### config.mk
export PLATFORM = sky130hd
export DESIGN_NAME = hist_eq_output_engine_flat
export DESIGN_NICKNAME = d
export VERILOG_FILES = /design/src/rtl/hist_eq_output_engine_if.sv /design/src/rtl/hist_eq_output_engine.sv /design/src/flat_wrapper.sv
export SDC_FILE = /design/constraint.sdc
export NUM_CORES = 1
export LEC_CHECK = 0
export ABC_CLOCK_PERIOD_IN_PS = 8600
export BUFFER_PORTS_ARGS = -buffer_cell sky130_fd_sc_hd__clkbuf_2
export CAP_MARGIN = 25
export CORE_MARGIN = 2
export CORE_UTILIZATION = 52
export CTS_BUF_LIST = sky130_fd_sc_hd__clkbuf_2
export DETAILED_ROUTE_END_ITERATION = 10
export PLACE_DENSITY_LB_ADDON = 0.08
export SKIP_CTS_REPAIR_TIMING = 1
export SYNTH_ARGS = -nofsm -noshare
export SYNTH_HDL_FRONTEND = slang
export SYNTH_SLANG_ARGS = --single-unit
### constraint.sdc
create_clock -name clock -period 8.6 [get_ports clock]
set_clock_uncertainty 0.1 [all_clocks]
set_input_delay 0.86 -clock clock [delete_from_list [all_inputs] [get_ports clock]]
set_output_delay 0.86 -clock clock [all_outputs]
set_load 0.05 [all_outputs]
### src/rtl/hist_eq_output_engine_if.sv
`default_nettype none
// ============================================================================
//  Module      : hist_eq_output_engine_if
//  Description : Bus bundle between the histogram-equalisation output engine
//                and its neighbours: the frame-controller handshake, the
//                pixel SRAM read port, the CDF SRAM read port and the output
//                frame-buffer write port.
//                master = engine side, slave = environment side.
//  Revision    : 1.0  initial release
// ============================================================================
interface hist_eq_output_engine_if #(
    parameter int ADDR_W = 19,
    parameter int PIX_W  = 8,
    parameter int CDF_W  = 20
);

    // Controller handshake and frame parameters
    logic               output_start;
    logic               output_base_offset;
    logic [CDF_W-1:0]   Cdf_Min_Out;
    logic [CDF_W-1:0]   Divisor;
    logic               output_done;

    // Pixel SRAM read port ({bank, index})
    logic               pix_rd_en;
    logic [ADDR_W:0]    pix_addr;
    logic [PIX_W-1:0]   pix_rdata;

    // CDF SRAM read port ({bank, pixel value})
    logic               cdf_rd_en;
    logic [PIX_W:0]     cdf_addr;
    logic [CDF_W-1:0]   cdf_rdata;

    // Output frame-buffer write port
    logic               out_we;
    logic [ADDR_W-1:0]  out_addr;
    logic [PIX_W-1:0]   out_wdata;

    modport master (
        input  output_start,
        input  output_base_offset,
        input  Cdf_Min_Out,
        input  Divisor,
        output output_done,
        output pix_rd_en,
        output pix_addr,
        input  pix_rdata,
        output cdf_rd_en,
        output cdf_addr,
        input  cdf_rdata,
        output out_we,
        output out_addr,
        output out_wdata
    );

    modport slave (
        output output_start,
        output output_base_offset,
        output Cdf_Min_Out,
        output Divisor,
        input  output_done,
        input  pix_rd_en,
        input  pix_addr,
        output pix_rdata,
        input  cdf_rd_en,
        input  cdf_addr,
        output cdf_rdata,
        input  out_we,
        input  out_addr,
        input  out_wdata
    );

endinterface
`default_nettype wire

### src/rtl/hist_eq_output_engine.sv
`default_nettype none
// ============================================================================
//  Module      : hist_eq_output_engine
//  Description : Histogram-equalisation output pass. On output_start it walks
//                every pixel of the selected ping-pong bank, fetches the pixel
//                and its CDF entry, computes
//                    (sat_sub(cdf, cdf_min) * OUT_MAX) / Divisor
//                with an 8-step restoring divider and writes the result to the
//                output frame buffer. Each pixel takes exactly 12 cycles.
//                Finishes with a one-cycle output_done pulse.
//  Options     : HIST_EQ_ROUND_EN - when defined, Divisor>>1 is added to the
//                numerator so the divide rounds half up. Timing is unchanged.
//  Revision    : 1.0  initial release
// ============================================================================
module hist_eq_output_engine #(
    parameter int NUM_PIXELS = 307200,
    parameter int ADDR_W     = 19,
    parameter int PIX_W      = 8,
    parameter int CDF_W      = 20,
    parameter int OUT_MAX    = 255
) (
    input  wire logic                clock,
    input  wire logic                reset,
    hist_eq_output_engine_if.master  bus
);

    // ------------------------------------------------------------------------
    // Constants
    // ------------------------------------------------------------------------
    // Numerator is a CDF difference times an OUT_MAX that fits in PIX_W bits.
    localparam int c_NUM_W     = CDF_W + PIX_W;
    // One quotient bit per DIV cycle; the quotient is PIX_W bits wide.
    localparam int c_DIV_STEPS = PIX_W;
    localparam int c_CNT_W     = (c_DIV_STEPS > 1) ? $clog2(c_DIV_STEPS) : 1;

    localparam logic [ADDR_W-1:0]  c_LAST_IDX  = ADDR_W'(NUM_PIXELS - 1);
    localparam logic [c_CNT_W-1:0] c_LAST_STEP = c_CNT_W'(c_DIV_STEPS - 1);
    localparam logic [PIX_W-1:0]   c_OUT_MAX   = PIX_W'(OUT_MAX);

    // ------------------------------------------------------------------------
    // State encoding
    // ------------------------------------------------------------------------
    typedef enum logic [2:0] {
        S_IDLE     = 3'd0,
        S_RD_PIX   = 3'd1,
        S_RD_CDF   = 3'd2,
        S_LOAD     = 3'd3,
        S_DIV      = 3'd4,
        S_WRITE    = 3'd5,
        S_DONE     = 3'd6,
        S_WAIT_LOW = 3'd7
    } state_t;

    state_t              r_state;
    state_t              w_next_state;

    // Frame parameters captured when a frame is accepted
    logic                r_bank;
    logic [CDF_W-1:0]    r_cdf_min;
    logic [CDF_W-1:0]    r_div;
    logic [ADDR_W-1:0]   r_index;

    // Divider state
    logic [c_CNT_W-1:0]  r_step;
    logic [CDF_W-1:0]    r_rem;
    logic [PIX_W-1:0]    r_low;
    logic [PIX_W-1:0]    r_quot;
    logic                r_div_zero;
    logic                r_ovf;

    // Combinational datapath
    logic [CDF_W-1:0]    w_diff;
    logic [c_NUM_W-1:0]  w_prod;
    logic [c_NUM_W-1:0]  w_num;
    logic [CDF_W-1:0]    w_num_hi;
    logic [CDF_W:0]      w_trial;
    logic                w_qbit;
    logic [CDF_W-1:0]    w_rem_next;
    logic [PIX_W-1:0]    w_result;

    // Combinational outputs
    logic                w_done;
    logic                w_pix_rd_en;
    logic [ADDR_W:0]     w_pix_addr;
    logic                w_cdf_rd_en;
    logic [PIX_W:0]      w_cdf_addr;
    logic                w_out_we;
    logic [ADDR_W-1:0]   w_out_addr;
    logic [PIX_W-1:0]    w_out_wdata;

    // ------------------------------------------------------------------------
    // Numerator: saturating subtract, scale by OUT_MAX, optional rounding bias.
    // The CDF entry arrives the cycle after cdf_rd_en, i.e. during LOAD.
    // ------------------------------------------------------------------------
    assign w_diff = (bus.cdf_rdata > r_cdf_min) ? (bus.cdf_rdata - r_cdf_min) : '0;
    assign w_prod = c_NUM_W'(w_diff) * c_NUM_W'(OUT_MAX);

`ifdef HIST_EQ_ROUND_EN
    // Half the divisor biases the truncating divide into round-half-up.
    assign w_num = w_prod + c_NUM_W'(r_div >> 1);
`else
    assign w_num = w_prod;
`endif

    // Upper part of the numerator seeds the partial remainder. If it already
    // reaches the divisor the quotient would not fit in PIX_W bits, which can
    // only happen with inconsistent CDF data; that pixel saturates.
    assign w_num_hi = w_num[c_NUM_W-1:PIX_W];

    // ------------------------------------------------------------------------
    // One restoring-divide step: shift in the next numerator bit, subtract the
    // divisor if it fits. The remainder stays below the divisor, so the trial
    // value needs only one extra bit.
    // ------------------------------------------------------------------------
    assign w_trial    = {r_rem, r_low[PIX_W-1]};
    assign w_qbit     = (w_trial >= {1'b0, r_div});
    assign w_rem_next = CDF_W'(w_qbit ? (w_trial - {1'b0, r_div}) : w_trial);

    // Final pixel value: zero divisor writes 0, overflow and any quotient
    // above OUT_MAX clamp to OUT_MAX.
    assign w_result = r_div_zero           ? '0        :
                      r_ovf                ? c_OUT_MAX :
                      (r_quot > c_OUT_MAX) ? c_OUT_MAX :
                                             r_quot;

    // ------------------------------------------------------------------------
    // State register
    // ------------------------------------------------------------------------
    // Advance the sequencer; reset abandons any frame in flight.
    always_ff @(posedge clock) begin
        if (reset) begin
            r_state <= S_IDLE;
        end else begin
            r_state <= w_next_state;
        end
    end

    // ------------------------------------------------------------------------
    // Next-state and output decode. Every strobe is a single cycle, and
    // addresses/data are held at zero whenever their strobe is low.
    // ------------------------------------------------------------------------
    // Decode the next state and drive the memory strobes for the current one.
    always_comb begin
        w_next_state = r_state;
        w_done       = 1'b0;
        w_pix_rd_en  = 1'b0;
        w_pix_addr   = '0;
        w_cdf_rd_en  = 1'b0;
        w_cdf_addr   = '0;
        w_out_we     = 1'b0;
        w_out_addr   = '0;
        w_out_wdata  = '0;

        case (r_state)
            S_IDLE: begin
                if (bus.output_start) begin
                    w_next_state = S_RD_PIX;
                end
            end
            S_RD_PIX: begin
                w_pix_rd_en  = 1'b1;
                w_pix_addr   = {r_bank, r_index};
                w_next_state = S_RD_CDF;
            end
            S_RD_CDF: begin
                // Pixel data returned this cycle addresses the CDF table.
                w_cdf_rd_en  = 1'b1;
                w_cdf_addr   = {r_bank, bus.pix_rdata};
                w_next_state = S_LOAD;
            end
            S_LOAD: begin
                w_next_state = S_DIV;
            end
            S_DIV: begin
                if (r_step == c_LAST_STEP) begin
                    w_next_state = S_WRITE;
                end
            end
            S_WRITE: begin
                w_out_we    = 1'b1;
                w_out_addr  = r_index;
                w_out_wdata = w_result;
                if (r_index == c_LAST_IDX) begin
                    w_next_state = S_DONE;
                end else begin
                    w_next_state = S_RD_PIX;
                end
            end
            S_DONE: begin
                w_done       = 1'b1;
                w_next_state = S_WAIT_LOW;
            end
            S_WAIT_LOW: begin
                // A start level still held from the finished frame must
                // drop before another frame can be accepted.
                if (!bus.output_start) begin
                    w_next_state = S_IDLE;
                end
            end
            default: begin
                w_next_state = S_IDLE;
            end
        endcase
    end

    // ------------------------------------------------------------------------
    // Datapath registers
    // ------------------------------------------------------------------------
    // Latch frame parameters, step the pixel index and run the divider.
    always_ff @(posedge clock) begin
        if (reset) begin
            r_bank     <= 1'b0;
            r_cdf_min  <= '0;
            r_div      <= '0;
            r_index    <= '0;
            r_step     <= '0;
            r_rem      <= '0;
            r_low      <= '0;
            r_quot     <= '0;
            r_div_zero <= 1'b0;
            r_ovf      <= 1'b0;
        end else begin
            case (r_state)
                S_IDLE: begin
                    // Frame inputs are sampled only here; later changes are
                    // ignored until the next frame.
                    if (bus.output_start) begin
                        r_bank    <= bus.output_base_offset;
                        r_cdf_min <= bus.Cdf_Min_Out;
                        r_div     <= bus.Divisor;
                        r_index   <= '0;
                    end
                end
                S_LOAD: begin
                    r_rem      <= w_num_hi;
                    r_low      <= w_num[PIX_W-1:0];
                    r_quot     <= '0;
                    r_step     <= '0;
                    r_div_zero <= (r_div == '0);
                    r_ovf      <= (w_num_hi >= r_div);
                end
                S_DIV: begin
                    // The step counter always runs so a skipped divide still
                    // occupies the same number of cycles.
                    r_step <= r_step + 1'b1;
                    if (!r_div_zero && !r_ovf) begin
                        r_rem  <= w_rem_next;
                        r_low  <= {r_low[PIX_W-2:0], 1'b0};
                        r_quot <= {r_quot[PIX_W-2:0], w_qbit};
                    end
                end
                S_WRITE: begin
                    if (r_index != c_LAST_IDX) begin
                        r_index <= r_index + 1'b1;
                    end
                end
                default: begin
                end
            endcase
        end
    end

    // ------------------------------------------------------------------------
    // Port drive
    // ------------------------------------------------------------------------
    assign bus.output_done = w_done;
    assign bus.pix_rd_en   = w_pix_rd_en;
    assign bus.pix_addr    = w_pix_addr;
    assign bus.cdf_rd_en   = w_cdf_rd_en;
    assign bus.cdf_addr    = w_cdf_addr;
    assign bus.out_we      = w_out_we;
    assign bus.out_addr    = w_out_addr;
    assign bus.out_wdata   = w_out_wdata;

endmodule
`default_nettype wire
### src/flat_wrapper.sv
// flat-port wrapper written by rule: the top's interface ports become plain ports
module hist_eq_output_engine_flat 
#(
    parameter int NUM_PIXELS = 307200,
    parameter int ADDR_W     = 19,
    parameter int PIX_W      = 8,
    parameter int CDF_W      = 20,
    parameter int OUT_MAX    = 255
)
  (clock, reset, bus_output_start, bus_output_base_offset, bus_Cdf_Min_Out, bus_Divisor, bus_output_done, bus_pix_rd_en, bus_pix_addr, bus_pix_rdata, bus_cdf_rd_en, bus_cdf_addr, bus_cdf_rdata, bus_out_we, bus_out_addr, bus_out_wdata);
  hist_eq_output_engine_if #(.ADDR_W(ADDR_W), .PIX_W(PIX_W), .CDF_W(CDF_W)) bus_i ();
  input  wire logic clock;
  input  wire logic reset;
  input wire logic [$bits(bus_i.output_start)-1:0] bus_output_start;
  input wire logic [$bits(bus_i.output_base_offset)-1:0] bus_output_base_offset;
  input wire logic [$bits(bus_i.Cdf_Min_Out)-1:0] bus_Cdf_Min_Out;
  input wire logic [$bits(bus_i.Divisor)-1:0] bus_Divisor;
  output wire logic [$bits(bus_i.output_done)-1:0] bus_output_done;
  output wire logic [$bits(bus_i.pix_rd_en)-1:0] bus_pix_rd_en;
  output wire logic [$bits(bus_i.pix_addr)-1:0] bus_pix_addr;
  input wire logic [$bits(bus_i.pix_rdata)-1:0] bus_pix_rdata;
  output wire logic [$bits(bus_i.cdf_rd_en)-1:0] bus_cdf_rd_en;
  output wire logic [$bits(bus_i.cdf_addr)-1:0] bus_cdf_addr;
  input wire logic [$bits(bus_i.cdf_rdata)-1:0] bus_cdf_rdata;
  output wire logic [$bits(bus_i.out_we)-1:0] bus_out_we;
  output wire logic [$bits(bus_i.out_addr)-1:0] bus_out_addr;
  output wire logic [$bits(bus_i.out_wdata)-1:0] bus_out_wdata;
  assign bus_i.output_start = bus_output_start;
  assign bus_i.output_base_offset = bus_output_base_offset;
  assign bus_i.Cdf_Min_Out = bus_Cdf_Min_Out;
  assign bus_i.Divisor = bus_Divisor;
  assign bus_output_done = bus_i.output_done;
  assign bus_pix_rd_en = bus_i.pix_rd_en;
  assign bus_pix_addr = bus_i.pix_addr;
  assign bus_i.pix_rdata = bus_pix_rdata;
  assign bus_cdf_rd_en = bus_i.cdf_rd_en;
  assign bus_cdf_addr = bus_i.cdf_addr;
  assign bus_i.cdf_rdata = bus_cdf_rdata;
  assign bus_out_we = bus_i.out_we;
  assign bus_out_addr = bus_i.out_addr;
  assign bus_out_wdata = bus_i.out_wdata;
  hist_eq_output_engine #(.NUM_PIXELS(NUM_PIXELS), .ADDR_W(ADDR_W), .PIX_W(PIX_W), .CDF_W(CDF_W), .OUT_MAX(OUT_MAX)) u_core (.clock(clock), .reset(reset), .bus(bus_i));
endmodule
==> flow_metrics.tcl, run 1 <==
set metrics [dict create \
    yosys_warnings 0 \
    fp.dieW_um 150 \
    max_freq_ghz 0.123 \
    row_count 53 \
    crit_required_ns 9.04 \
    hp-class "input pin to flip-flop" \
    cts_inserted_buffers 9 \
    grt_pass1_vias 9670 \
    first_iter_violations 514 \
    synthCells 1408 \
    placed_area_um2 12600 \
    clk_latency_ns 0.64 \
    slowest_delay_ns 0.56 \
    fp.coreArea_um2 21000 \
    dp_hpwl_mm 22.4 \
    syn_nets 1679 \
    antenna_found_initial 1 \
    gr-usage-all-layers_pct 25.5 \
    dp_slack_ns -0.375 \
    crit_fanout 10 \
    critPathCaptureType "flip-flop" \
    synthFlopType "dfxtp_1" \
    grt_first_pass_wirelength_mm 46.5 \
    antenna_left 0 \
    period_minus_slack_ns 8.13 \
    gr-total-overflow 0 \
    clockRootBuffer "clkbuf_2" \
    synth_top_area_cell "dfxtp_1" \
    h-tree-depth 3 \
    syn_area_um2 11100 \
    whs_ns 0.292 \
    setup_viol 0 \
    utilization_pct 60.7 \
    via_count 9889 \
    rsz0062_at_grt "false" \
    status "completed" \
    drv_slew 0 \
    synth-edff-count 0 \
    cp_data_arrival_time_ns 8.57 \
    tightest_slew_ns 1.02 \
    clk_path_buf_depth 2 \
    cts_tree "built" \
    synthArstFlopShare_pct 0 \
    post_drt_wl_per_cell_um 14.7 \
    fin_ws_ns 0.471 \
    cp-start-kind "flip-flop" \
    ys_ff_latch 104 \
    critical_path.slowest_cell "fa_1" \
    synthTopCellsByCount "213 x inv_1, 157 x nand2_1, 123 x a21oi_1, 114 x ha_1, 104 x dfxtp_1" \
    yosysMostFrequentCell "inv_1" \
    clk_pin_slew_ns 0.33 \
    ios 132 \
    port_buffers 131 \
    avgSynthCellArea_um2 7.90 \
    synth_top_cell_area_share_pct 18.7 \
    post-route-period-util_pct 94.5 \
    synth-seq-area-share_pct 18.7 \
    synth.distinct_cells 69 \
    area_growth_pct 14.7 \
    first_pass_iters 5 \
    die_area_um2 22600 \
    clock-sinks 104 \
    drc 0 \
    drv_cap 0 \
    ys_top_cells_by_area "dfxtp_1 19%, fa_1 15%, ha_1 13%, inv_1 7.2%, a21oi_1 5.5%" \
    via_per_inst 5.30 \
    relSlewSlack_pct 31.4 \
    wirelength_mm 27.4 \
    cp_common_cell "fa_1" \
    hold_viol_final 0 \
    place.gp.congestion 0.891 \
    drive_gt1_share_pct 16.3 \
    path_class "flip-flop to flip-flop" \
    start_util_pct 52.9 \
    grt_max_degree 89 \
    die_h_um 150 \
    finish.instance_area_um2 12800 \
    nFillCells 1988 \
    nNetsFinal 1857 \
]
==> worst max-delay path: cells and delay by family (launching register included) <==
family                   cells  cell delay (ns)
AND/OR/NAND/NOR              7             0.93
adder cells (fa/ha/maj)      8             3.29
XOR/XNOR                     1             0.14
AO/OA/AOI/OAI               13             2.95
flip-flops                   1             0.39
buffers and inverters        4             0.27
==> path summary, 6_finish.rpt <==
kind | start | end | slack (ns) | depth (start not counted)
max | u_core.r_cdf_min[0] | u_core.r_ovf | 0.47 | 33
max reg2reg | u_core.r_cdf_min[0] | u_core.r_ovf | 0.47 | 33
min reg2reg | u_core.r_cdf_min[4] | u_core.r_cdf_min[4] | 0.37 | 2
min | bus_Divisor[1] | u_core.r_div[1] | 0.29 | 3
==> cell usage in the layout (no fill, tap or decap), types with 43 or more instances in the layout <==
master / instances
a21oi_1: 123
and2_1: 54
buf_4: 83
clkbuf_2: 139
dfxtp_1: 104
fa_1: 85
ha_1: 114
inv_1: 213
nand2_1: 157
nor2_1: 85
o21ai_0: 43
==> registers in the layout (all words and copies together) (netlist names) <==
signal and cells:
u_core.r_rem 20, u_core.r_ovf 1, u_core.r_div 20, u_core.r_low 8
u_core.r_step 3, u_core.r_cdf_min 20, u_core.r_bank 1, u_core.r_state 3
u_core.r_div_zero 1, u_core.r_quot 8, u_core.r_index 19
==> final cells by class <==
type / count / area, um2 / share of cell area (%)
Antenna cell: 1 / 2.50 / 0.0196
Clock buffer: 9 / 45.0 / 0.353
Clock inverter: 7 / 114 / 0.893
Inverter: 214 / 803 / 6.30
Multi-Input combinational cell: 1043 / 8080 / 63.4
Sequential cell: 104 / 2080 / 16.3
Tap cell: 275 / 344 / 2.70
Timing Repair Buffer: 214 / 1280 / 10.0
==> metal layers <==
layer	global-route usage, %	wire length (um)	up-vias
li1	-	-	5060
met4	5.14	378	0
met5	0	0	-
met3	3.64	1120	23
met2	42.2	12500	195
met1	35.6	13400	4611
==> stage by stage <==
stage          setup TNS [ns]  instances
6_report                    0       1867
5_1_grt                     0       1867
4_1_cts                     0       1865
3_5_place_dp           -0.375       1849
3_3_place_gp           -0.120       1849
2_1_floorplan               0       1408
==> cells by family (layout without fill, tap and decap cells) <==
family	count (synthesis)	in the layout	synth area share [%]
AOI/OAI and AO/OA	312	312	17.6
xor gates and xnor gates	72	72	5.67
adders and majority gates	202	202	28.4
buffers and inverters	261	444	8.93
DFF	104	104	18.7
muxes	15	15	1.46
other	0	1	0
and+or+nand+nor	442	442	19.2
Power of run 1 is not shown: default switching activity piles up to over one toggle a cycle in this logic, so the estimate is an artifact.
==> run 2: changes to the inputs <==
- CORE_ASPECT_RATIO: unset -> 1.75
==> run 2 against run 1 <==
Compared with the run above:
- die area up 0.21%
- sequential share of layout area shrank 0.092 points
- first-iteration DRC count is 22% lower
- wire length increased by 6.9%
- cell count down 0.64%
- clock-buffer cell count is the same
- maximum frequency rose by 0.44%
- via count rose by 2.3%
- global-route usage up 2.3 points
- utilization increased by 0.64 points
- non-clock buffer count is 11 higher
- worst hold slack lost 0.17 ns
- critical endpoint unchanged
- largest cell class unchanged
==> flow_metrics.tcl, run 2 (synthesized netlist as in run 1, its figures left out) <==
set metrics [dict create \
    first_iter_violations 399 \
    grt_max_degree 64 \
    fin_ws_ns 0.507 \
    dp_slack_ns -0.214 \
    start_util_pct 53.1 \
    cts_tree "built" \
    multi_input_area_um2 8100 \
    use_met1_pct 30.6 \
    nFillCells 2041 \
    min_to "u_core.r_cdf_min[12]" \
    clk_pin_slew_ns 0.43 \
    fp.dieW_um 115 \
    die_area_um2 22600 \
    rsz0062_at_grt "false" \
    fp.coreArea_um2 20900 \
    layout.cells.non_filler 1855 \
    first_pass_iters 5 \
    final_cell_mix "213 x inv_1, 157 x nand2_1, 139 x clkbuf_2, 119 x a21oi_1, 114 x ha_1" \
    clk_latency_ns 0.77 \
    cts_inserted_buffers 9 \
    grt.busiest_layer "met2" \
    clockRootBuffer "clkbuf_2" \
    post_drt_wl_per_cell_um 15.8 \
    slowest_delay_ns 0.56 \
    cp-start-kind "flip-flop" \
    setup_viol 0 \
    layout_commonest_cell "inv_1" \
    dp.cells 1836 \
    rrSetupSlack_ns 0.51 \
    h-tree-depth 3 \
    tightest_slew_ns 1.04 \
    die_h_um 197 \
    hold_viol_final 0 \
    crit_required_ns 9.13 \
    max_freq_ghz 0.124 \
    grt_use_met3_pct 3.38 \
    relSlewSlack_pct 30.5 \
    regToRegEndpoint "u_core.r_ovf" \
    clk_path_buf_depth 2 \
    drv_cap 0 \
    dp_hpwl_mm 23.7 \
    place.gp.congestion 0.903 \
    r2r-start "u_core.r_cdf_min[1]" \
    via_per_inst 5.45 \
    drc 0 \
    critPathCaptureType "flip-flop" \
    grt_first_pass_wirelength_mm 50.5 \
    via_count 10118 \
    critical_path.slowest_cell "fa_1" \
    area_growth_pct 15.4 \
    ios 132 \
    top_regs "u_core.r_cdf_min (20), u_core.r_div (20), u_core.r_rem (20)" \
    wirelength_mm 29.3 \
    gr-total-overflow 0 \
    cp_common_cell "inv_1" \
    cp_data_arrival_time_ns 8.62 \
    drive_gt1_share_pct 17.2 \
    gr-usage-all-layers_pct 27.8 \
    row_count 70 \
    period_minus_slack_ns 8.09 \
    post-route-period-util_pct 94.1 \
    min_from "bus_Cdf_Min_Out[12]" \
    whs_ns 0.125 \
    port_buffers 131 \
    nNetsFinal 1868 \
    grt_pass1_vias 10572 \
    utilization_pct 61.3 \
    holdPathStages 3 \
    antenna_left 0 \
    use_met2_pct 52.5 \
    path_class "flip-flop to flip-flop" \
    hp-class "input pin to flip-flop" \
    regArea_um2 2080 \
    r2r_cells 32 \
    clock-sinks 104 \
    drv_slew 0 \
    status "completed" \
    crit_fanout 4 \
    antenna_found_initial 1 \
]
## run 2: cell types whose count changed in the layout (fill, tap and decap cells not counted), moves of 2 or more
cell     delta
a21oi_1     -4
inv_6       +2
buf_4      +10
o21ai_0     -2
a21oi_2     +4
## run 2: final cells by class
class | count | share of cell area [%]
diodes | 1 | 0.0195
clock buffers | 9 | 0.351
clock inverters | 7 | 0.868
inverters | 214 | 6.26
multi-input cells | 1043 | 63.1
flip-flops and latches | 104 | 16.2
well taps | 252 | 2.46
repair buffers | 225 | 10.7
## run 2: through the flow
stage	instance area [um2]	TNS, ns
6_report	12800	0
5_1_grt	12800	0
3_3_place_gp	12600	-0.0995
2_1_floorplan	11100	0
4_1_cts	12800	0
3_5_place_dp	12600	-0.214
## run 2: metal layers
layer / part of all wire (%) / wire, um
met5: 0 / 0
met4: 4.0 / 1160
met3: 2.9 / 860
met2: 54 / 15800
met1: 39 / 11500
## run 2: critical path: cells and delay by family, from the launching register on
family                   cells  cell delay (ns)
flip-flops                   1             0.42
AND/OR/NAND/NOR              5             0.71
AO/OA/AOI/OAI               13             2.79
adder cells (fa/ha/maj)      7             3.08
buffers and inverters        5             0.32
XOR/XNOR                     2             0.51
## run 2: worst max path at each step
stage / start / endpoint / slack, ns / cells past startpoint
after CTS: u_core.r_cdf_min[0] / u_core.r_ovf / 0.35 / 33
after detailed placement: bus_cdf_rdata[0] / u_core.r_ovf / -0.21 / 35
after floorplan: bus_cdf_rdata[0] / u_core.r_ovf / 0.03 / 35
after global routing: u_core.r_cdf_min[0] / u_core.r_ovf / 0.02 / 34
final: u_core.r_cdf_min[1] / u_core.r_ovf / 0.51 / 32
after global placement: bus_cdf_rdata[0] / u_core.r_ovf / -0.1 / 35
Power of run 2 is left out for the same reason.
==> run 3: changes to the inputs <==
- REMOVE_ABC_BUFFERS: unset -> 1
==> run 3 against run 2 <==
Compared with the run above:
- maximum frequency down 0.98%
- first-iteration DRC count up 9.3%
- critical path depth rose by 7
- wire length increased by 0.32%
- sequential share of layout area is 0.21 points lower
- worst hold slack better by 0.16 ns
- highest routed layer unchanged
==> flow_metrics.tcl, run 3 (synthesized netlist as in run 1, its figures left out) <==
set metrics [dict create \
    status "completed" \
    first_iter_violations 436 \
    post-route-period-util_pct 95.0 \
    relSlewSlack_pct 33.9 \
    wirelength_mm 29.4 \
    clk_pin_slew_ns 0.31 \
    drv_cap 0 \
    cp-start-kind "flip-flop" \
    crit_family "adder cells" \
    use_met2_pct 53.2 \
    row_count 70 \
    grt_max_degree 64 \
    crit_start "u_core.r_cdf_min[0]" \
    max_freq_ghz 0.122 \
    crit_required_ns 9.06 \
    drc 0 \
    cp_common_cell "inv_1" \
    grt_use_met3_pct 1.99 \
    start_util_pct 53.1 \
    h-tree-depth 3 \
    antenna_found_initial 1 \
    die_area_um2 22600 \
    place.gp.congestion 0.945 \
    r2r-start "u_core.r_cdf_min[0]" \
    use_met1_pct 29.7 \
    tightest_slew_ns 0.987 \
    critPathCaptureType "flip-flop" \
    hold_viol_final 0 \
    die_h_um 197 \
    clockRootBuffer "clkbuf_2" \
    grt.busiest_layer "met2" \
    dp_hpwl_mm 24.6 \
    crit_fanout 11 \
    gr-total-overflow 0 \
    drv_slew 0 \
    cts_inserted_buffers 9 \
    drive_gt1_share_pct 18.5 \
    fp.dieW_um 115 \
    layout_commonest_cell "inv_1" \
    gr-usage-all-layers_pct 27.3 \
    via_per_inst 5.38 \
    clk_path_buf_depth 2 \
    via_count 10148 \
    rsz0062_at_grt "false" \
    grt_first_pass_wirelength_mm 49.4 \
    critical_path.slowest_cell "fa_1" \
    cp_num_buf_inv 9 \
    grt_pass1_vias 10381 \
    clock-sinks 104 \
    nNetsFinal 1900 \
    period_minus_slack_ns 8.17 \
    cp_data_arrival_time_ns 8.63 \
    slowest_delay_ns 0.54 \
    dp.cells 1869 \
    final_cell_mix "213 x inv_1, 157 x nand2_1, 139 x clkbuf_2, 124 x buf_4, 122 x a21oi_1" \
    top_regs "u_core.r_cdf_min (20), u_core.r_div (20), u_core.r_rem (20)" \
    hp-class "input pin to flip-flop" \
    path_class "flip-flop to flip-flop" \
    layout.cells.non_filler 1887 \
    area_growth_pct 16.9 \
    post_drt_wl_per_cell_um 15.6 \
    cts_tree "built" \
    antenna_left 0 \
    first_pass_iters 6 \
    clk_latency_ns 0.64 \
    setup_viol 0 \
    port_buffers 131 \
    fp.coreArea_um2 20900 \
    ios 132 \
    min_from "bus_Divisor[13]" \
]
run 3: worst reg2reg max path: cells and delay by family (launching register included):
| kind | cells | cell delay [ns] |
|---|---|---|
| AO/OA/AOI/OAI | 14 | 2.46 |
| adder cells (fa/ha/maj) | 8 | 3.17 |
| buffers and inverters | 9 | 0.87 |
| flip-flops | 1 | 0.40 |
| AND/OR/NAND/NOR | 8 | 1.13 |
run 3: metal layers:
layer | wire, um | vias up
li1 | - | 5135
met1 | 11200 | 4808
met2 | 16400 | 163
met3 | 677 | 42
met4 | 1110 | 0
met5 | 0 | -
run 3: final timing paths:
path                         end  slack (ns)  cells past startpoint
max reg2reg         u_core.r_ovf        0.43                     39
min reg2reg  u_core.r_cdf_min[6]        0.37                      2
max                 u_core.r_ovf        0.43                     39
min             u_core.r_div[13]        0.28                      3
run 3: layout make-up:
class / instances / area [um2]
tap: 252 / 315
antenna: 1 / 2.50
inverter: 214 / 803
timing repair buffer: 257 / 1620
clock buffer: 9 / 45.0
multi-input combinational: 1043 / 8090
clock inverter: 7 / 43.8
sequential: 104 / 2080
fill: 1968 / 7930
run 3: metrics by stage:
step	setup TNS [ns]	instance area, um2	setup WS (ns)	util, %	hold WS [ns]
floorplan	-0.211	10900	-0.211	-	0.326
global placement	-0.264	12900	-0.264	61.4	0.343
detailed placement	-0.464	12900	-0.464	61.4	0.348
CTS	0	13000	0.185	61.9	0.228
global route	0	13000	0.0106	62.1	0.235
finish	0	13000	0.427	62.1	0.285
Power of run 3 is left out for the same reason.
